<file path="src/rtl/regfile_mp.sv">
// Two-read/one-write register file with self-clearing FSM; x0 hard-wired to zero.
// Define REGFILE_BYPASS_EN to forward same-cycle write data to matching read ports.
module regfile_mp #(
  parameter int XLEN  = 64,
  parameter int NREGS = 32,
  parameter int AW    = $clog2(NREGS)
) (
  input  logic            clk,
  input  logic            reset,
  input  logic            clr_req,
  input  logic            we,
  input  logic [AW-1:0]   waddr,
  input  logic [XLEN-1:0] wdata,
  input  logic [AW-1:0]   raddr1,
  input  logic [AW-1:0]   raddr2,
  output logic [XLEN-1:0] rdata1,
  output logic [XLEN-1:0] rdata2,
  output logic            ready
);

  typedef enum logic {CLEAR, READY} state_t;

  state_t          state, state_nxt;
  logic [AW-1:0]   clr_idx, clr_idx_nxt;
  logic            ready_nxt;
  logic            wr_en;
  logic [XLEN-1:0] regs [NREGS];

  // A clear request in the same cycle pre-empts any write.
  assign wr_en = (state == READY) && we && (waddr != '0) && !clr_req && !reset;

  function automatic logic [XLEN-1:0] read_port(input logic [AW-1:0] addr);
    logic [XLEN-1:0] val;
    val = regs[addr];
`ifdef REGFILE_BYPASS_EN
    if (wr_en && (addr == waddr)) val = wdata;
`endif
    if (!ready || reset || (addr == '0)) val = '0;
    return val;
  endfunction

  always_ff @(posedge clk) begin
    if (reset) begin
      state   <= CLEAR;
      clr_idx <= '0;
      ready   <= 1'b0;
    end else begin
      state   <= state_nxt;
      clr_idx <= clr_idx_nxt;
      ready   <= ready_nxt;
    end
  end

  always_comb begin
    state_nxt   = state;
    clr_idx_nxt = clr_idx;
    ready_nxt   = ready;
    case (state)
      CLEAR: begin
        clr_idx_nxt = clr_idx + AW'(1);
        if (clr_idx == AW'(NREGS - 1)) begin
          state_nxt   = READY;
          ready_nxt   = 1'b1;
          clr_idx_nxt = '0;
        end
      end
      READY: begin
        if (clr_req) begin
          state_nxt   = CLEAR;
          clr_idx_nxt = '0;
          ready_nxt   = 1'b0;
        end
      end
      default: begin
        state_nxt   = CLEAR;
        clr_idx_nxt = '0;
        ready_nxt   = 1'b0;
      end
    endcase
  end

  // Storage is not reset; the CLEAR sweep is what zeroes it.
  always_ff @(posedge clk) begin
    if (!reset) begin
      if (state == CLEAR)
        regs[clr_idx] <= '0;
      else if (wr_en)
        regs[waddr] <= wdata;
    end
  end

  always_comb begin
    rdata1 = read_port(raddr1);
    rdata2 = read_port(raddr2);
  end

endmodule

</file>
<file path="config.mk">
export PLATFORM = sky130hd
export DESIGN_NAME = regfile_mp
export DESIGN_NICKNAME = d
export VERILOG_FILES = /design/src/rtl/regfile_mp.sv
export SDC_FILE = /design/constraint.sdc
export NUM_CORES = 2
export LEC_CHECK = 0
export CAP_MARGIN = 30
export CELL_PAD_IN_SITES_DETAIL_PLACEMENT = 1
export CELL_PAD_IN_SITES_GLOBAL_PLACEMENT = 2
export CORE_ASPECT_RATIO = 0.75
export CORE_MARGIN = 2
export CORE_UTILIZATION = 32
export DETAILED_ROUTE_END_ITERATION = 7
export PLACE_DENSITY = 0.71
export SLEW_MARGIN = 20
export SYNTH_ARGS = -nofsm -noshare
export SYNTH_HDL_FRONTEND = slang
export SYNTH_SLANG_ARGS = --single-unit
</file>
<file path="constraint.sdc">
create_clock -name clk -period 4.95 [get_ports clk]
set_clock_uncertainty 0.05 [all_clocks]
set_input_delay 0.7425 -clock clk [delete_from_list [all_inputs] [get_ports clk]]
set_output_delay 0.7425 -clock clk [all_outputs]
set_load 0.02 [all_outputs]
</file>
Yosys cells after proc, flatten, opt, wreduce, memory -nomap -nowiden:

Memory sizes are Yosys's and may differ from the RTL's.
Cells that the tools add are included.

* register bits: 7
* bits in writable memories: 2048
* input port bits: 83
* output and inout bits: 129
* logic and storage cells: 45
* memories: 1

* add/sub/neg operators: 1
* equality and inequality tests: 3
* mux-type cells: 21
* bitwise operators: 1
* reduce and logical (&&, ||, !) cells: 15

Memory list
* regs: words 32, bits a word 64, read ports 2, clocked after Yosys merged registers in 0, wr ports 1, line 27 `logic [XLEN-1:0] regs [NREGS];`

Operator list (count)
* $mux W64: 3
* $reduce_or A64 Y1: 1
* $mux W5: 3
* $mux W1: 12
* $logic_not A5 Y1: 2
* $pmux W5 S2: 1
* $add A5 B1 Y5 const B: 1
* $eq A5 B5 Y1 const B: 1
* $reduce_bool A5 Y1: 1
* $logic_and A1 B1 Y1: 4
* $ne A2 B2 Y1 const B: 2
* $pmux W1 S2: 2
* $logic_not A1 Y1: 3
* $logic_or A1 B1 Y1: 3
* $reduce_and A2 Y1: 1
* $not A1 Y1: 1

Longest topological paths before layout:

* depth after elaboration: 10
* gate-level depth with buffers: 9
* mapped depth without buffers: 6

Worst setup path after synthesis:

Ideal clock, no wire load.

* kind: in2reg
* from: input port waddr[4]
* to: memory regs[6][0], enable pin
* setup time: 487 ps
* data arrival time: 4638 ps
* data required time: 4413 ps
* slack: -225 ps
* cell stages on the path: 5
* path buffers: 1
* path through: or4_4 o21a_4 buf_6 o31a_4 nor2_1

* longest elaborated chain between the ends: 10
* elaborated cells on any way between the ends: 11
* those cells by class: 6 x mux; 5 x reduce/logical

Ends and longest elaborated chain
* from (decl): line 12 `input logic [AW-1:0] waddr,`
* $reduce_bool A5 Y1: line 30 `assign wr_en = (state == READY) && we && (waddr != '0) && !clr_req && !reset;`
* $logic_and A1 B1 Y1 (3 in series): line 30
* $mux W1: line 87 `else if (wr_en)`
* $mux W1: line 85 `if (state == CLEAR)`
* $mux W1: line 84 `if (!reset) begin`
* $mux W1 (implied by the code): line 88 `regs[waddr] <= wdata;`
* $reduce_or A64 Y1 (no line)
* $mux W5 (no line) or $mux W1 (tied branches)
* to (decl): line 27

Parallel ways exist; a longest one is shown, timed or not.

Worst setup path in the final report:

* from: register ready
* to: output port rdata2[4]

* longest elaborated chain between the ends: 4

Ends and longest elaborated chain
* from (decl): line 18 `output logic ready`
* from (signal assigned): line 50 `ready <= ready_nxt;`
* $logic_not A1 Y1: line 38 `if (!ready || reset || (addr == '0)) val = '0;`
* $logic_or A1 B1 Y1 (2 in series): line 38
* $mux W64: line 38
* to (decl): line 17 `output logic [XLEN-1:0] rdata2,`

Every way passes these cells.

==> impl_metrics.json <==
{
  "outcome": "completed",
  "synthFlopType": "edfxtp_1",
  "reg2reg_slack_ps": 1590,
  "drt-pass1-iter-count": 5,
  "synth_warnings": 0,
  "combPwrFrac": 0.057,
  "cts_buffers": 204,
  "syn-num-nets": 5717,
  "switching_power_mw": 8.04,
  "holdCritStartpoint": "clr_idx[1]",
  "antenna_found_initial": 12,
  "setup_ws_ps": 244,
  "start_util": 0.321,
  "final_util": 0.372,
  "whs_ps": 554,
  "finalCritPeriodShare": 0.951,
  "cp.arrival_ps": 3910,
  "ys_top_cells_by_count": "edfxtp_1, mux2i_1, a22oi_1, mux4_2",
  "hold_path_end": "clr_idx[1]",
  "synth-seq-cells": 2055,
  "dp_hpwl_mm": 208,
  "p_leak_nw": 33.2,
  "cts_resized": 0,
  "antenna_left": 0,
  "maxSlewViolCount": 0,
  "peakVddDrop_mv": 0.270,
  "syn_to_final_growth_pct": 16.0,
  "dieWidth_um": 636,
  "syn_inst": 5632,
  "dieArea_mm2": 0.304,
  "die_height_um": 478,
  "vias": 60300,
  "layout-drive-gt1-share": 0.233,
  "initialDrtViolationCount": 6975,
  "dp_slack_ps": 349,
  "clockBufferDepth": 4,
  "grt_pass1_wl_mm": 485,
  "syn_avg_cell_area_um2": 17.0,
  "routed_wirelength_mm": 348,
  "path_clk_slew_ps": 60,
  "ios": 212,
  "grt_max_degree": 70,
  "synth_edf_count": 2048,
  "critPathKind": "reg -> out",
  "worstHoldPathCells": 2,
  "r2r_end": "regs[7][21]",
  "clock_tree.root_cell": "clkbuf_16",
  "synth_top_cell_area_share": 0.641,
  "fin_nets": 6086,
  "gp_congestion": 0.821,
  "synth.most_common_cell": "edfxtp_1",
  "post-route-drc-count": 0,
  "seq_area_frac_synth": 0.643,
  "power_density_mw_per_mm2": 323,
  "setup_viol": 0,
  "core_mm2": 0.299,
  "period_needed_ps": 4710,
  "gr-total-overflow": 0,
  "ys_types": 48,
  "timing.rr.start": "state",
  "netlist_area_mm2": 0.0959,
  "rsz0062_at_grt": "no",
  "postSynth.asyncResetShare": 0,
  "crit_required_ps": 4160,
  "yosysTopAreaCell": "edfxtp_1",
  "seq_power_share": 0.530,
  "clk_latency_ps": 820,
  "ff2ff_path_depth": 6,
  "critPathLaunchType": "register",
  "max_freq_mhz": 213,
  "maxSlewHeadroom": 0.223,
  "cts_hold_buf": 0,
  "hold_viol": 0,
  "tightest_slew_ps": 1170,
  "ys_top_cells_by_area": "edfxtp_1, mux4_2, mux2i_1",
  "postCtsSetupRepairBufs": 0,
  "switching_share": 0.224,
  "port-buffer-count": 211,
  "wl_per_cell_um": 34.5,
  "worstPathMaxFanout": 25,
  "drv_cap": 0,
  "hold_path_class": "reg -> reg",
  "end_kind": "primary output",
  "first_global_vias": 62100,
  "num_rows": 174,
  "htree_levels": 4,
  "vias_per_cell": 5.98,
  "grtUsageTotal": 0.223,
  "internal-power_mw": 27.9,
  "p_clk_frac": 0.413,
  "numClockSinks": 2055,
  "cts_tree": "done"
}
-- worst max path at each step --
stage | from | endpoint | depth (start not counted)
after global placement | reset | rdata2[4] | 7
final | ready | rdata2[4] | 7
after floorplan | waddr[4] | regs[6][0] | 5
after global routing | ready | rdata2[4] | 7
after CTS | ready | rdata2[4] | 7
after detailed placement | reset | rdata2[4] | 7
-- per-layer routing --
layer	track usage	routed length (um)	up-vias
met5	0	46	-
met1	0.327	154000	32900
met4	0.0448	7180	8
met2	0.343	156000	2940
met3	0.0434	30400	444
li1	-	-	24000
-- per-stage QoR --
| stage | power [mW] | std cells | TNS [ps] | instance area (um2) |
|---|---|---|---|---|
| after CTS | 36.1 | 10100 | 0 | 111000 |
| after floorplan | 20.7 | 5632 | -276130 | 95900 |
| final | 35.9 | 10100 | 0 | 111000 |
| after detailed placement | 21.4 | 9749 | 0 | 105000 |
| after global placement | 21.4 | 9747 | 0 | 105000 |
| after global routing | 36.8 | 10100 | 0 | 111000 |
-- final cells by class --
cell class	count	area [um2]
fill	29700	188000
sequential	2055	61600
multi-input combinational	3134	32300
timing repair buffer	601	6360
clock buffer	259	5420
tap	3960	4950
clock inverter	81	587
inverter	5	18.8
antenna	2	5.00
-- worst max-delay path, stage by stage, from the launching register on --
cell,delay [ps]
dfxtp_1,510
buf_4,250
nand4b_1,270
nor2_4,200
buf_4,570
a22oi_1,200
nand4_1,360
clkdlybuf4s50_1,710
-- cell usage in the layout, fill, tap and decap left out, types with 4 or more instances in the layout --
cell | netlist | layout
nor2_4 | 0 | 36
clkinv_2 | 0 | 30
and2_1 | 62 | 58
mux4_2 | 512 | 512
clkbuf_1 | 164 | 50
and2_2 | 4 | 6
nor2_1 | 44 | 8
buf_4 | 88 | 342
bufinv_16 | 0 | 8
a31oi_1 | 5 | 5
clkinvlp_4 | 0 | 4
clkbuf_16 | 0 | 209
mux2_2 | 128 | 128
edfxtp_1 | 2048 | 2048
nand3_1 | 258 | 258
nor3_1 | 6 | 6
dfxtp_1 | 7 | 7
nor2b_1 | 8 | 4
nand2_1 | 258 | 258
a22oi_1 | 512 | 512
buf_12 | 0 | 114
mux2i_1 | 1024 | 1024
clkdlybuf4s50_1 | 0 | 132
nand4_1 | 129 | 129
inv_1 | 5 | 5
buf_8 | 0 | 10
clkinv_1 | 0 | 35
a32oi_1 | 6 | 6
a21oi_1 | 136 | 136
nor2b_4 | 0 | 4
-- power groups by stage --
| stage | combinational (mW) | clock, mW | sequential (mW) |
|---|---|---|---|
| after floorplan | 1.27 | 0 | 19.4 |
| after global placement | 2.02 | 0 | 19.4 |
| after detailed placement | 2.03 | 0 | 19.4 |
| after CTS | 2.03 | 15.0 | 19.0 |
| after global routing | 2.11 | 15.7 | 19.0 |
| final | 2.04 | 14.9 | 19.0 |
-- kinds of logic (layout without fill, tap and decap cells) --
logic type,after synthesis,after routing,share of synthesized area
muxes,1664,1664,0.242
other,0,2,0
DFF,2055,2055,0.643
buffers and inverters,443,946,0.0246
and+or+nand+nor,796,796,0.0413
AOI/OAI and AO/OA,672,672,0.0492
adders and majority gates,2,2,0.000261
-- flip-flops by register name (all words and copies together) (netlist names) --
register / flops
clr_idx: 5
regs: 2048
ready: 1
state: 1
Power figures use the tool's default switching activity.
